**src/rtl/res_station_multi.sv**
```systemverilog
// Multi-entry reservation station: CDB wakeup, oldest-ready select, valid/ready issue.
// Optional perf counters (issued / full stall / ready blocked) enabled by RS_PERF_CNT_EN.
module res_station_multi #(
  parameter int DEPTH     = 8,
  parameter int NUM_CDB   = 2,
  parameter int PREG_W    = 6,
  parameter int ROB_W     = 4,
  parameter int PAYLOAD_W = 96
) (
  input  logic                      clk,
  input  logic                      rst_n,
  input  logic                      flush,
  input  logic                      disp_valid,
  output logic                      disp_ready,
  input  logic                      disp_ps1_valid,
  input  logic [PREG_W-1:0]         disp_ps1,
  input  logic                      disp_ps2_valid,
  input  logic [PREG_W-1:0]         disp_ps2,
  input  logic [PREG_W-1:0]         disp_pd,
  input  logic [ROB_W-1:0]          disp_rob,
  input  logic [PAYLOAD_W-1:0]      disp_payload,
  input  logic [NUM_CDB-1:0]        cdb_valid,
  input  logic [NUM_CDB*PREG_W-1:0] cdb_pd,
  output logic                      iss_valid,
  input  logic                      iss_ready,
  output logic [PREG_W-1:0]         iss_ps1,
  output logic [PREG_W-1:0]         iss_ps2,
  output logic [PREG_W-1:0]         iss_pd,
  output logic [ROB_W-1:0]          iss_rob,
  output logic [PAYLOAD_W-1:0]      iss_payload,
`ifdef RS_PERF_CNT_EN
  output logic [31:0]               perf_issued,
  output logic [31:0]               perf_full_stall,
  output logic [31:0]               perf_ready_blocked,
`endif
  output logic [$clog2(DEPTH):0]    count
);
  localparam int IDX_W = $clog2(DEPTH);
  localparam logic [IDX_W:0] FULL = (IDX_W+1)'(DEPTH);
  localparam logic [IDX_W:0] ONE  = (IDX_W+1)'(1);

  logic [DEPTH-1:0]     valid_q, valid_d, rdy1_q, rdy1_d, rdy2_q, rdy2_d;
  // age_q[i][j] set means entry i was allocated before entry j
  logic [DEPTH-1:0]     age_q [DEPTH];
  logic [DEPTH-1:0]     age_d [DEPTH];
  logic [PREG_W-1:0]    ps1_q [DEPTH];
  logic [PREG_W-1:0]    ps2_q [DEPTH];
  logic [PREG_W-1:0]    pd_q  [DEPTH];
  logic [ROB_W-1:0]     rob_q [DEPTH];
  logic [PAYLOAD_W-1:0] payload_q [DEPTH];
  logic [IDX_W:0]       count_q, count_d;
  logic [DEPTH-1:0]     ready, grant;
  logic [IDX_W-1:0]     free_idx;
  logic                 accept, pop;

  function automatic logic cdb_hit(input logic [PREG_W-1:0] tag,
                                   input logic [NUM_CDB-1:0] vld,
                                   input logic [NUM_CDB*PREG_W-1:0] tags);
    cdb_hit = 1'b0;
    for (int k = 0; k < NUM_CDB; k++)
      if (vld[k] && tags[k*PREG_W +: PREG_W] == tag) cdb_hit = 1'b1;
  endfunction

  assign disp_ready = (count_q < FULL);
  assign accept     = disp_valid && disp_ready && !flush;
  assign iss_valid  = |ready;
  assign pop        = iss_valid && iss_ready;
  assign count      = count_q;

  for (genvar gi = 0; gi < DEPTH; gi++) begin : g_sel
    logic [DEPTH-1:0] older;
    for (genvar gj = 0; gj < DEPTH; gj++) begin : g_col
      assign older[gj] = age_q[gj][gi];
    end
    assign ready[gi] = valid_q[gi] & rdy1_q[gi] & rdy2_q[gi];
    assign grant[gi] = ready[gi] & ~|(ready & older);
  end

  always_comb begin
    iss_ps1 = '0; iss_ps2 = '0; iss_pd = '0; iss_rob = '0; iss_payload = '0;
    for (int i = 0; i < DEPTH; i++) begin
      iss_ps1     = iss_ps1     | ({PREG_W{grant[i]}}    & ps1_q[i]);
      iss_ps2     = iss_ps2     | ({PREG_W{grant[i]}}    & ps2_q[i]);
      iss_pd      = iss_pd      | ({PREG_W{grant[i]}}    & pd_q[i]);
      iss_rob     = iss_rob     | ({ROB_W{grant[i]}}     & rob_q[i]);
      iss_payload = iss_payload | ({PAYLOAD_W{grant[i]}} & payload_q[i]);
    end
  end

  always_comb begin
    free_idx = '0;
    for (int i = DEPTH - 1; i >= 0; i--)
      if (!valid_q[i]) free_idx = IDX_W'(i);
  end

  always_comb begin
    valid_d = valid_q;
    rdy1_d  = rdy1_q;
    rdy2_d  = rdy2_q;
    age_d   = age_q;
    count_d = count_q;
    for (int i = 0; i < DEPTH; i++) begin
      if (cdb_hit(ps1_q[i], cdb_valid, cdb_pd)) rdy1_d[i] = 1'b1;
      if (cdb_hit(ps2_q[i], cdb_valid, cdb_pd)) rdy2_d[i] = 1'b1;
    end
    if (pop) valid_d = valid_d & ~grant;
    if (accept) begin
      valid_d[free_idx] = 1'b1;
      rdy1_d[free_idx]  = (disp_ps1 == '0) || disp_ps1_valid || cdb_hit(disp_ps1, cdb_valid, cdb_pd);
      rdy2_d[free_idx]  = (disp_ps2 == '0) || disp_ps2_valid || cdb_hit(disp_ps2, cdb_valid, cdb_pd);
      age_d[free_idx]   = '0;
      for (int j = 0; j < DEPTH; j++)
        if (j != int'(free_idx)) age_d[j][free_idx] = 1'b1;
    end
    case ({accept, pop})
      2'b10:   count_d = count_q + ONE;
      2'b01:   count_d = count_q - ONE;
      default: count_d = count_q;
    endcase
    if (flush) begin
      valid_d = '0;
      count_d = '0;
    end
  end

  always_ff @(posedge clk or negedge rst_n) begin
    if (!rst_n) begin
      valid_q <= '0;
      rdy1_q  <= '0;
      rdy2_q  <= '0;
      count_q <= '0;
      for (int i = 0; i < DEPTH; i++) age_q[i] <= '0;
    end else begin
      valid_q <= valid_d;
      rdy1_q  <= rdy1_d;
      rdy2_q  <= rdy2_d;
      count_q <= count_d;
      age_q   <= age_d;
    end
  end

  // Payload storage needs no reset; validity is tracked separately.
  always_ff @(posedge clk) begin
    if (accept) begin
      ps1_q[free_idx]     <= disp_ps1;
      ps2_q[free_idx]     <= disp_ps2;
      pd_q[free_idx]      <= disp_pd;
      rob_q[free_idx]     <= disp_rob;
      payload_q[free_idx] <= disp_payload;
    end
  end

`ifdef RS_PERF_CNT_EN
  logic [31:0] perf_issued_q, perf_full_stall_q, perf_ready_blocked_q;
  always_ff @(posedge clk or negedge rst_n) begin
    if (!rst_n) begin
      perf_issued_q        <= '0;
      perf_full_stall_q    <= '0;
      perf_ready_blocked_q <= '0;
    end else begin
      if (pop && perf_issued_q != 32'hFFFF_FFFF) perf_issued_q <= perf_issued_q + 32'd1;
      if (disp_valid && !disp_ready && perf_full_stall_q != 32'hFFFF_FFFF)
        perf_full_stall_q <= perf_full_stall_q + 32'd1;
      if (iss_valid && !iss_ready && perf_ready_blocked_q != 32'hFFFF_FFFF)
        perf_ready_blocked_q <= perf_ready_blocked_q + 32'd1;
    end
  end
  assign perf_issued        = perf_issued_q;
  assign perf_full_stall    = perf_full_stall_q;
  assign perf_ready_blocked = perf_ready_blocked_q;
`endif
endmodule

```
**config.mk**
```make
export PLATFORM = sky130hd
export DESIGN_NAME = res_station_multi
export DESIGN_NICKNAME = d
export VERILOG_FILES = /design/src/rtl/res_station_multi.sv
export SDC_FILE = /design/constraint.sdc
export NUM_CORES = 1
export LEC_CHECK = 0
export ABC_CLOCK_PERIOD_IN_PS = 5430
export CORE_MARGIN = 3
export CORE_UTILIZATION = 45
export CTS_CLUSTER_DIAMETER = 80
export DETAILED_ROUTE_END_ITERATION = 16
export DONT_BUFFER_PORTS = 1
export PLACE_DENSITY = 0.66
export SYNTH_ARGS = -nofsm -noshare
export SYNTH_HDL_FRONTEND = slang
export SYNTH_SLANG_ARGS = --single-unit
export TNS_END_PERCENT = 10
```
**constraint.sdc**
```tcl
create_clock -name clk -period 5.43 [get_ports clk]
set_input_delay 0.543 -clock clk [delete_from_list [all_inputs] [get_ports clk]]
set_output_delay 0.543 -clock clk [all_outputs]
set_load 0.01 [all_outputs]
```
After elaboration in Yosys (flattened, before gate mapping)
Memory sizes are Yosys's and may differ from the RTL's.
Cells that the tools add are included.

storage, ports and cells
  flip-flop bits (word level) = 92
  bits in writable memories = 944
  input bits = 139
  output and inout port bits = 124
  logic and storage cells = 342
  memories kept = 5

cells by class
  add/sub/neg operators = 2
  order comparisons = 5
  eq/ne operators = 45
  mux-type cells = 85
  bitwise gates (word level) = 121
  reduce and logical (&&, ||, !) cells = 67

memory list
  name       words  width  rd ports  clocked after memory_dff  write ports  RTL line  source
  payload_q  8      96     8         0                         1            50        logic [PAYLOAD_W-1:0] payload_q [DEPTH];
  pd_q       8      6      8         0                         1            48        logic [PREG_W-1:0] pd_q [DEPTH];
  ps1_q      8      6      8         0                         1            46        logic [PREG_W-1:0] ps1_q [DEPTH];
  ps2_q      8      6      8         0                         1            47        logic [PREG_W-1:0] ps2_q [DEPTH];
  rob_q      8      4      8         0                         1            49        logic [ROB_W-1:0] rob_q [DEPTH];

operators with widths
  kind                                         count
  AND 96 bit                                   8
  bitwise OR 96 bit                            7
  == test 6 bit                                36
  AND 6 bit                                    24
  bitwise OR 6 bit                             21
  two-way mux 8 bit                            14
  AND 8 bit                                    9
  bitwise OR 8 bit                             9
  OR reduction 8 bit                           9
  AND 64 bit                                   1
  NOT 64 bit                                   1
  two-way mux 1 bit                            57
  logical AND 1 bit                            41
  AND 4 bit                                    8
  bitwise OR 4 bit                             7
  AND 1 bit                                    24
  demux 8 bit (select 3 bit)                   1
  two-way mux 3 bit                            8
  bitwise mux 8 bit                            2
  zero test 6 bit                              2
  inequality test 3 bit, first input constant  4
  zero test 1 bit                              9
  NOT 8 bit                                    1
  one-hot mux 4 bit (2 select lines)           1
  other kinds (16)                             21

Longest topological paths before layout
Gate-level depths: netlist of run 1.

  word-level depth = 17
  mapped depth = 12
  mapped depth without buffers = 10

Least setup slack after synthesis of run 1
No wires, ideal clock.

  path kind = input to register
  start = in flush
  end = reg rdy1_q[2]
  library setup time = 0.305 ns
  arrival = 4.898 ns
  required time = 5.125 ns
  setup slack = 0.227 ns
  stages = 5
  buffers on the path = 1
  cell sequence = nor3b_4 -> nand3_1 -> inv_1 -> buf_1 -> a21oi_1

between the ends
  longest elaborated chain between the ends = 3

ends and longest elaborated chain
  what                    RTL line  source
  start: declaration      12        input logic flush,
  zero test 1 bit         65        assign accept = disp_valid && disp_ready && !flush;
  logical AND 1 bit       65
  two-way mux 8 bit       107       if (accept) begin
  via rdy1_d[2]           42        logic [DEPTH-1:0] valid_q, valid_d, rdy1_q, rdy1_d, rdy2_q, rdy2_d;
  end signal: assignment  135       rdy1_q <= rdy1_d;
  end: declaration        42

The timed path passes the listed nets, and every way through them passes these cells.
A chain may end at the register's enable or synchronous reset.

Worst setup path after layout of run 1
  start = reg valid_q[3]
  end = out iss_ps1[1]

between the ends
  longest elaborated chain between the ends = 14
  elaborated cells between the ends (all ways) = 49
  those cells by class = 33 x bitwise; 16 x reduce/logical

ends and longest elaborated chain
  what                            RTL line  source
  start: declaration              42
  start signal: assignment        134       valid_q <= valid_d;
  AND 1 bit * (2 in series)       75        assign ready[gi] = valid_q[gi] & rdy1_q[gi] & rdy2_q[gi];
  AND 8 bit                       76        assign grant[gi] = ready[gi] & ~|(ready & older);
  OR reduction 8 bit              76
  zero test 1 bit                 76
  AND 1 bit                       76
  AND 6 bit                       82        iss_ps1 = iss_ps1 | ({PREG_W{grant[i]}} & ps1_q[i]);
  bitwise OR 6 bit (6 in series)  82
  bitwise OR 6 bit *              82
  end: declaration                26        output logic [PREG_W-1:0] iss_ps1,

Every way passes the cells marked *; elsewhere a longest branch is shown, timed or not.

==> run summary, run 1 <==
Prevailing post-synth register cell = edfxtp_1
Filler Cell Count = 7,666
TNS Setup = 0 ns
Final setup vio count = 0
Minimum clock period after layout = 4.402 ns
Post-synth net total = 3,143
# DRC = 0
Pre-CTS setup slack = 1.800 ns
Hold path depth = 2
Type of origin of the critical path = flip-flop
Synth Register Bits = 1,036
Overall Global Routing Usage = 23.35%
Post-route ant nets = 0
Yosys Warn Count = 0
Fin crit share = 81.06%
Slew @ Worst Pin = 1.344 ns
Die Ht = 314.8 um
Max_cap viols = 0
Mapped Cells = 3,001
Hold Vio Cnt, Final = 0
CTS tree = done
Pleak = 16.98 nW
Register-to-Register Path Depth = 6
Die area = 0.09907 mm^2
Clock Sinks = 1,036
DR WL/cell = 26.38 um
Hpwl dp = 65,150 um
Drt initial violations = 2,562
Reg2reg setup slack = 1.90 ns
Crit path max fanout = 39
Nets = 3,225
Post-CTS sizing = 0
Final clock skew = 0.03063 ns
H-tree levels = 3
DR vias = 26,461
Core area = 0.09389 mm^2
Worst slew margin = 9.581%
Area grow syn2layout = 13.92%
Crit end category = primary output
Pre-antenna DRT Iters = 5
Origin of the critical flop-to-flop path = count[3]
CTS Buf Count = 106
Final Total Pwr = 17.10 mW
Area occupied by multi-input gates = 0.009798 mm^2
Capturing point of the worst reg2reg path = payload_q[5][11]
Worst-skew pair later-pin latency = 0.69 ns
Vias in the first global route = 27,230
Post-synthesis sequential area ratio = 71.44%
I/O pin cnt = 263
CP Data Arrival Time = 3.86 ns
Post-synthesis cell type count = 59
Final GP Congestion = 0.8791
Register area = 0.03065 mm^2
Critical Path RT = 4.89 ns
Root Buffer = clkbuf_16
Site Rows = 112
Clock Path Buffers = 3
Vias/cell = 5.974
First-pass GRT wire length = 174,300 um
DRT Wirelength = 116,900 um
Status = complete, no violations
Synthesized cell area = 0.04290 mm^2
Share of flip-flops with an asynchronous set or reset = 8.880%
Cell Pwr Density = 349.9 mW/mm^2
Fraction of layout cells with a size suffix above 1 = 10.41%
Pins over their slew limit = 0
Worst Hold Class = in -> reg
Post-layout worst setup margin = 1.028 ns
Grt ovf = 0
HP Start = flush
RSZ-0062 raised after global routing = no
EDFF count, synth = 944
WS Path Type = reg -> out
Maximum vdd drop = 0.3465 mV
Hold path endpoint = count[2]
Initial antenna violation count = 5
Die width = 314.8 um
Largest net degree at the start of global routing = 93
Clock Pin Slew Worst Setup and Hold Paths = 0.06 ns
Synthesized area per cell = 14.30 um^2
I/O Buffers = 0
Initial Util = 45.69%
Fmax = 227.2 MHz
-- report_power, final --
part	leakage (nW)	internal, mW	switching, mW
Clock	1.77	4.45	3.08
Sequential	9.69	8.83	0.118
Combinational	5.52	0.228	0.396
Total	17.0	13.5	3.59
-- final cells by class --
type / instances / share of cell area [%]
diodes: 4 / 0.02048
flip-flops and latches: 1036 / 62.71
clock inverters: 69 / 1.641
repair buffers: 167 / 3.610
clock buffers: 127 / 5.804
multi-input cells: 1398 / 20.05
inverters: 374 / 2.954
well taps: 1254 / 3.210
-- worst max-delay path, cell delays in order (launching register included) --
cell       delay [ns]
dfrtp_1          0.63
nand4_1          0.15
nand4_1          0.21
buf_4            0.53
buf_4            0.46
nor3_1           0.10
a2111oi_0        0.75
nand3_1          0.30
-- repair_timing --
item / 4_1_cts / 5_1_grt
buffers inserted: 0 / 0
endpoints found under the hold margin: 1046 / 0
setup endpoints to repair: 0 / 0
hold buffers: 122 / 0
-- worst max-delay path by stage --
| stage | start | endpoint | slack (ns) | cells past startpoint |
|---|---|---|---|---|
| floorplan | flush | rdy1_q[2] | 0.23 | 5 |
| global placement | valid_q[3] | iss_payload[94] | 1.81 | 7 |
| finish | valid_q[3] | iss_ps1[1] | 1.03 | 7 |
| CTS | valid_q[3] | iss_ps1[1] | 1.03 | 7 |
| global route | valid_q[3] | iss_ps1[1] | 0.76 | 7 |
| detailed placement | valid_q[3] | iss_ps1[1] | 1.80 | 7 |
-- per-stage QoR --
stage	hold slack (ns)	std cells	util, %	cell area [um^2]
after CTS	0.02195	4425	52.04	48860
after global routing	0.06420	4426	52.05	48870
after global placement	0.2535	4107	46.85	43990
after floorplan	0.2474	3001	-	42900
after detailed placement	0.2526	4107	46.85	43990
final	0.07542	4429	52.05	48870
-- metal layers --
layer / part of all wire [%] / GRT usage, %
met3: 7.6 / 4.549
met2: 49 / 38.65
met1: 40 / 30.33
met5: 0 / 0
met4: 3.8 / 9.487
-- flip-flops by register name, indices dropped and copies added, names as in the netlist, named ones only --
signal and cells:
payload_q 768, age_q 48, pd_q 48, rdy2_q 8
ps2_q 48, rob_q 32, ps1_q 48, count 4
rdy1_q 8, valid_q 8
-- kinds of logic after synthesis --
family / Yosys count / share of synthesized area, %
and+or+nand+nor: 739 / 9.053
buffers and inverters: 567 / 5.798
xor gates and xnor gates: 218 / 4.483
muxes: 10 / 0.2333
DFF: 1036 / 71.44
adders and majority gates: 3 / 0.1050
AOI/OAI and AO/OA: 428 / 8.884
-- cells in the final DEF (no fill, tap or decap), drive strengths merged, types with 108 or more instances in the layout --
cell type / netlist / final
nand3: 129 / 129
inv: 372 / 378
dlygate4sd3: 0 / 121
a2111oi: 120 / 120
clkbuf: 67 / 127
nor3: 368 / 368
a22oi: 236 / 236
xnor2: 109 / 109
edfxtp: 944 / 944
xor2: 108 / 108
-- cells in the mapped netlist, drive strengths merged, types with 2 or more instances --
cell       n  area share, %
clkinv     2          0.018
a22oi    236            5.2
a221oi     5           0.10
nor3     368            4.3
dfrtp     92            5.4
and4b      4          0.093
nand2b     5          0.073
mux2i     10           0.23
nand3    129            1.5
a21oi     17           0.20
and3       6           0.11
inv      372            3.3
o21ai      5          0.058
a211oi     2          0.035
ha         2          0.058
or4        3          0.052
a22o       5           0.10
nand4     85            1.2
xor2     108            2.2
a211o      2          0.041
clkbuf    67           0.59
buf      126            1.9
nand3b     2          0.035
a31oi      2          0.029
nor2      59           0.52
nor2b      5          0.073
o31ai      2          0.035
edfxtp   944             66
nand2     16           0.14
nor4      48           0.75
and2       7           0.10
o21a      20           0.35
a2111oi  120            2.5
a21o       5          0.088
xnor2    109            2.2
(Power assumes the default switching activity.)
==> inputs of run 2 (changes only) <==
--- a/config.mk
+++ b/config.mk
@@ -5,7 +5,8 @@
 export SDC_FILE = /design/constraint.sdc
 export NUM_CORES = 1
 export LEC_CHECK = 0
-export ABC_CLOCK_PERIOD_IN_PS = 5430
+export ABC_AREA = 1
+export ABC_CLOCK_PERIOD_IN_PS = 3700
 export CORE_MARGIN = 3
 export CORE_UTILIZATION = 45
 export CTS_CLUSTER_DIAMETER = 80
==> constraint.sdc (replaced) <==
create_clock -name clk -period 3.7 [get_ports clk]
set_input_delay 0.37 -clock clk [delete_from_list [all_inputs] [get_ports clk]]
set_output_delay 0.37 -clock clk [all_outputs]
set_load 0.01 [all_outputs]
==> run summary, run 2 <==
Slowest stage delay, CP = 0.61 ns (was 0.75 ns)
Max reg flops = 768 (unchanged)
Combinational Power Share = 3.3% (was 3.6%)
EDFF count, synth = 944 (unchanged)
Clock Pin Slew Worst Setup and Hold Paths = 0.06 ns (about the same)
WS Path Type = reg -> out (unchanged)
Die area = 0.09912 mm^2 (was 0.09907 mm^2)
Prevailing post-synth register cell = edfxtp_1 (unchanged)
Sw power = 5.204 mW (was 3.593 mW)
Clock Sinks = 1,036 (unchanged)
CTS Buf Count = 108 (was 106)
Post-synthesis sequential area ratio = 71.41% (was 71.44%)
Pins over their slew limit = 0 (unchanged)
Cell Pwr Density = 496.2 mW/mm^2 (was 349.9 mW/mm^2)
I/O Buffers = 0 (unchanged)
Final GP Congestion = 0.9259 (was 0.8791)
Worst-skew pair later-pin latency = 0.69 ns (about the same)
Commonest non-fill, non-tap cells in the layout = nand2_1, edfxtp_1, nor2_1 (was edfxtp_1, nor3_1, inv_1)
Synthesized cell area = 0.04292 mm^2 (was 0.04290 mm^2)
Crit path max fanout = 8 (was 39)
DRT Wirelength = 119,500 um (was 116,900 um)
Largest net degree at the start of global routing = 109 (was 93)
H-tree levels = 3 (unchanged)
Critical path buffers and inverters = 0 (was 2)
Reg with most FFs = payload_q (unchanged)
Core area = 0.09389 mm^2 (unchanged)
Final Non-Filler Cells = 5,454 (was 4,429)
Critical Path RT = 3.33 ns (was 4.89 ns)
Worst path slowest cell = nand4_1 (was a2111oi_0)
CP Data Arrival Time = 3.12 ns (was 3.86 ns)
Top cell type's share of synthesized area = 66.04% (was 66.08%)
Area contributors post-synth = edfxtp_1, nand2_1, dfrtp_1 (was edfxtp_1, dfrtp_1, nor3_1)
Vias/cell = 5.338 (was 5.974)
Synthesized area per cell = 10.86 um^2 (was 14.30 um^2)
Post-synth net total = 4,094 (was 3,143)
Max_cap viols = 0 (unchanged)
Slew @ Worst Pin = 0.9291 ns (was 1.344 ns)
First-pass GRT wire length = 178,500 um (was 174,300 um)
Synth Register Bits = 1,036 (unchanged)
Clock Path Buffers = 3 (unchanged)
Post-route ant nets = 0 (unchanged)
Final setup vio count = 0 (unchanged)
Final Total Pwr = 24.51 mW (was 17.10 mW)
CP dominant cell by count = nor2_1
Internal power = 19.30 mW (was 13.51 mW)
Fmax = 286.7 MHz
Vias in the first global route = 28,549 (was 27,230)
Pre-antenna DRT Iters = 6 (was 5)
Status = complete, no violations (unchanged)
DR WL/cell = 21.92 um (was 26.38 um)
Yosys Warn Count = 0 (unchanged)
CTS tree = done (unchanged)
Type of origin of the critical path = flip-flop (unchanged)
Most common cell after layout, fill and taps aside = nand2_1 (was edfxtp_1)
Synth area leader = edfxtp_1 (unchanged)
Crit end category = primary output (unchanged)
TNS Setup = 0 ns (unchanged)
Fin crit share = 94.27%
Crit path cell chain = nand3_1 > nor2_1 > a21oi_1 > nand4_1 > o21ai_0 > nor2_1 > nand2_1 (was nand4_1 > nand4_1 > buf_4 > buf_4 > nor3_1 > a2111oi_0 > nand3_1)
Drt initial violations = 2,937 (was 2,562)
Minimum clock period after layout = 3.488 ns
Die width = 314.8 um (about the same)
Nets = 4,241 (was 3,225)
Fraction of layout cells with a size suffix above 1 = 6.319% (was 10.41%)
Hold Vio Cnt, Final = 0 (unchanged)
Worst Hold Class = in -> reg (unchanged)
Clock power frac = 43.7% (was 44.0%)
Root Buffer = clkbuf_16 (unchanged)
Grt ovf = 0 (unchanged)
Post-synthesis cell type count = 38 (was 59)
Initial Util = 45.72% (was 45.69%)
Most frequent cell after synthesis = nand2_1 (was edfxtp_1)
Worst path top cell family by delay = simple AND/OR/NAND/NOR gates (was buffers and inverters)
Post-synth top cells = nand2_1, edfxtp_1, nor2_1, inv_1, o21ai_0 (was edfxtp_1, inv_1, nor3_1, a22oi_1, nand3_1)
Worst slew margin = 37.99% (was 9.581%)
Maximum vdd drop = 0.4679 mV (was 0.3465 mV)
Placed Instances = 5,115 (was 4,107)
Hpwl dp = 66,660 um (was 65,150 um)
Share of power burned in registers = 53.0% (was 52.3%)
Sw frac = 21.24% (was 21.01%)
Share of flip-flops with an asynchronous set or reset = 8.880% (unchanged)
Pleak = 19.82 nW (was 16.98 nW)
RSZ-0062 raised after global routing = no (unchanged)
Overall Global Routing Usage = 23.92% (was 23.35%)
Site Rows = 112 (unchanged)
# DRC = 0 (unchanged)
DR vias = 29,114 (was 26,461)
Final clock skew = 0.02585 ns (was 0.03063 ns)
Mapped Cells = 3,952 (was 3,001)
Area grow syn2layout = 15.07% (was 13.92%)
Initial antenna violation count = 8 (was 5)
Final Hold Slack = 0.05723 ns (was 0.07542 ns)
Die Ht = 314.8 um (about the same)
I/O pin cnt = 263 (unchanged)
run 2: cell types whose count changed in the layout (fill, tap and decap cells not counted), sizes merged, moves of 42 or more:
cell	previous run	this run
nand2	16	1769
nor2	59	406
nor3	368	27
a22oi	236	0
inv	378	182
a2111oi	120	0
o21ai	5	102
xnor2	109	12
xor2	108	22
nand3	129	46
nand4	85	30
a21oi	17	63
o22ai	1	47
nor4	48	6
run 2: kinds of logic (layout without fill, tap and decap cells):
group / count (synthesis) / after routing / synth area share, %
buffers and inverters: 334 / 576 / 3.725
other: 0 / 6 / 0
AO/OA/AOI/OAI: 246 / 246 / 3.268
AND/OR/NAND/NOR: 2299 / 2299 / 20.80
adder cells (fa/ha/maj): 3 / 3 / 0.1049
XOR/XNOR: 34 / 34 / 0.6938
flip-flops: 1036 / 1036 / 71.41
run 2: power groups by stage:
stage	registers (mW)	logic (mW)	clock network, mW
2_1_floorplan	13.2	0.401	0
3_3_place_gp	13.2	0.526	0
3_5_place_dp	13.2	0.531	0
4_1_cts	13.0	0.807	10.9
5_1_grt	13.0	0.887	11.4
6_report	13.0	0.811	10.7
run 2: area by class of cell:
| class | instances | area [um^2] |
|---|---|---|
| clock buffers | 126 | 2791 |
| clock inverters | 79 | 753.2 |
| flip-flops and latches | 1036 | 30650 |
| fillers | 7947 | 44500 |
| inverters | 185 | 734.5 |
| diodes | 6 | 15.01 |
| repair buffers | 186 | 2146 |
| multi-input cells | 2582 | 10730 |
| well taps | 1254 | 1569 |
run 2: worst paths after layout:
kind | to | startpoint | cells past startpoint | slack [ns]
max in group asynchronous | age_q[54] | rst_n | 2 | 3.02
setup / recovery | iss_ps1[1] | rdy1_q[5] | 7 | 0.21
hold reg to reg | flip-flop | flip-flop | 2 | 0.48
setup reg to reg | payload_q[0][64] | count[3] | 8 | 0.85
hold / removal | rdy1_q[7] | disp_ps1_valid | 5 | 0.06
min in group asynchronous | age_q[38] | rst_n | 2 | 0.29
run 2: stage by stage:
| step | setup WS, ns | area [um^2] | utilization (%) |
|---|---|---|---|
| detailed placement | 0.8962 | 44520 | 47.42 |
| floorplan | -0.8102 | 42930 | - |
| finish | 0.2119 | 49390 | 52.61 |
| global route | 0.006826 | 49390 | 52.60 |
| global placement | 0.9313 | 44520 | 47.42 |
| CTS | 0.1798 | 49330 | 52.54 |
run 2: worst reg2reg max path, stage by stage (launching register included):
cell	delay [ns]
dfrtp_1	0.45
nor2_1	0.16
nand2_1	0.10
clkinv_1	0.12
nand2_1	0.13
nor2_2	0.21
nand2_1	0.41
inv_8	0.56
buf_12	0.35
run 2: timing repair:
action,4_1_cts,5_1_grt
buffers inserted,0,3
resized for setup,0,2
setup endpoints to repair,0,10
hold buffers,124,0
hold endpoints to repair,1050,0
run 2: layer usage:
layer	vias to the layer above	track usage [%]	part of all wire (%)
met5	-	0	0.011
met4	2	9.657	3.8
li1	13457	-	-
met3	302	5.292	9.0
met2	1331	38.01	46
met1	14022	32.10	41
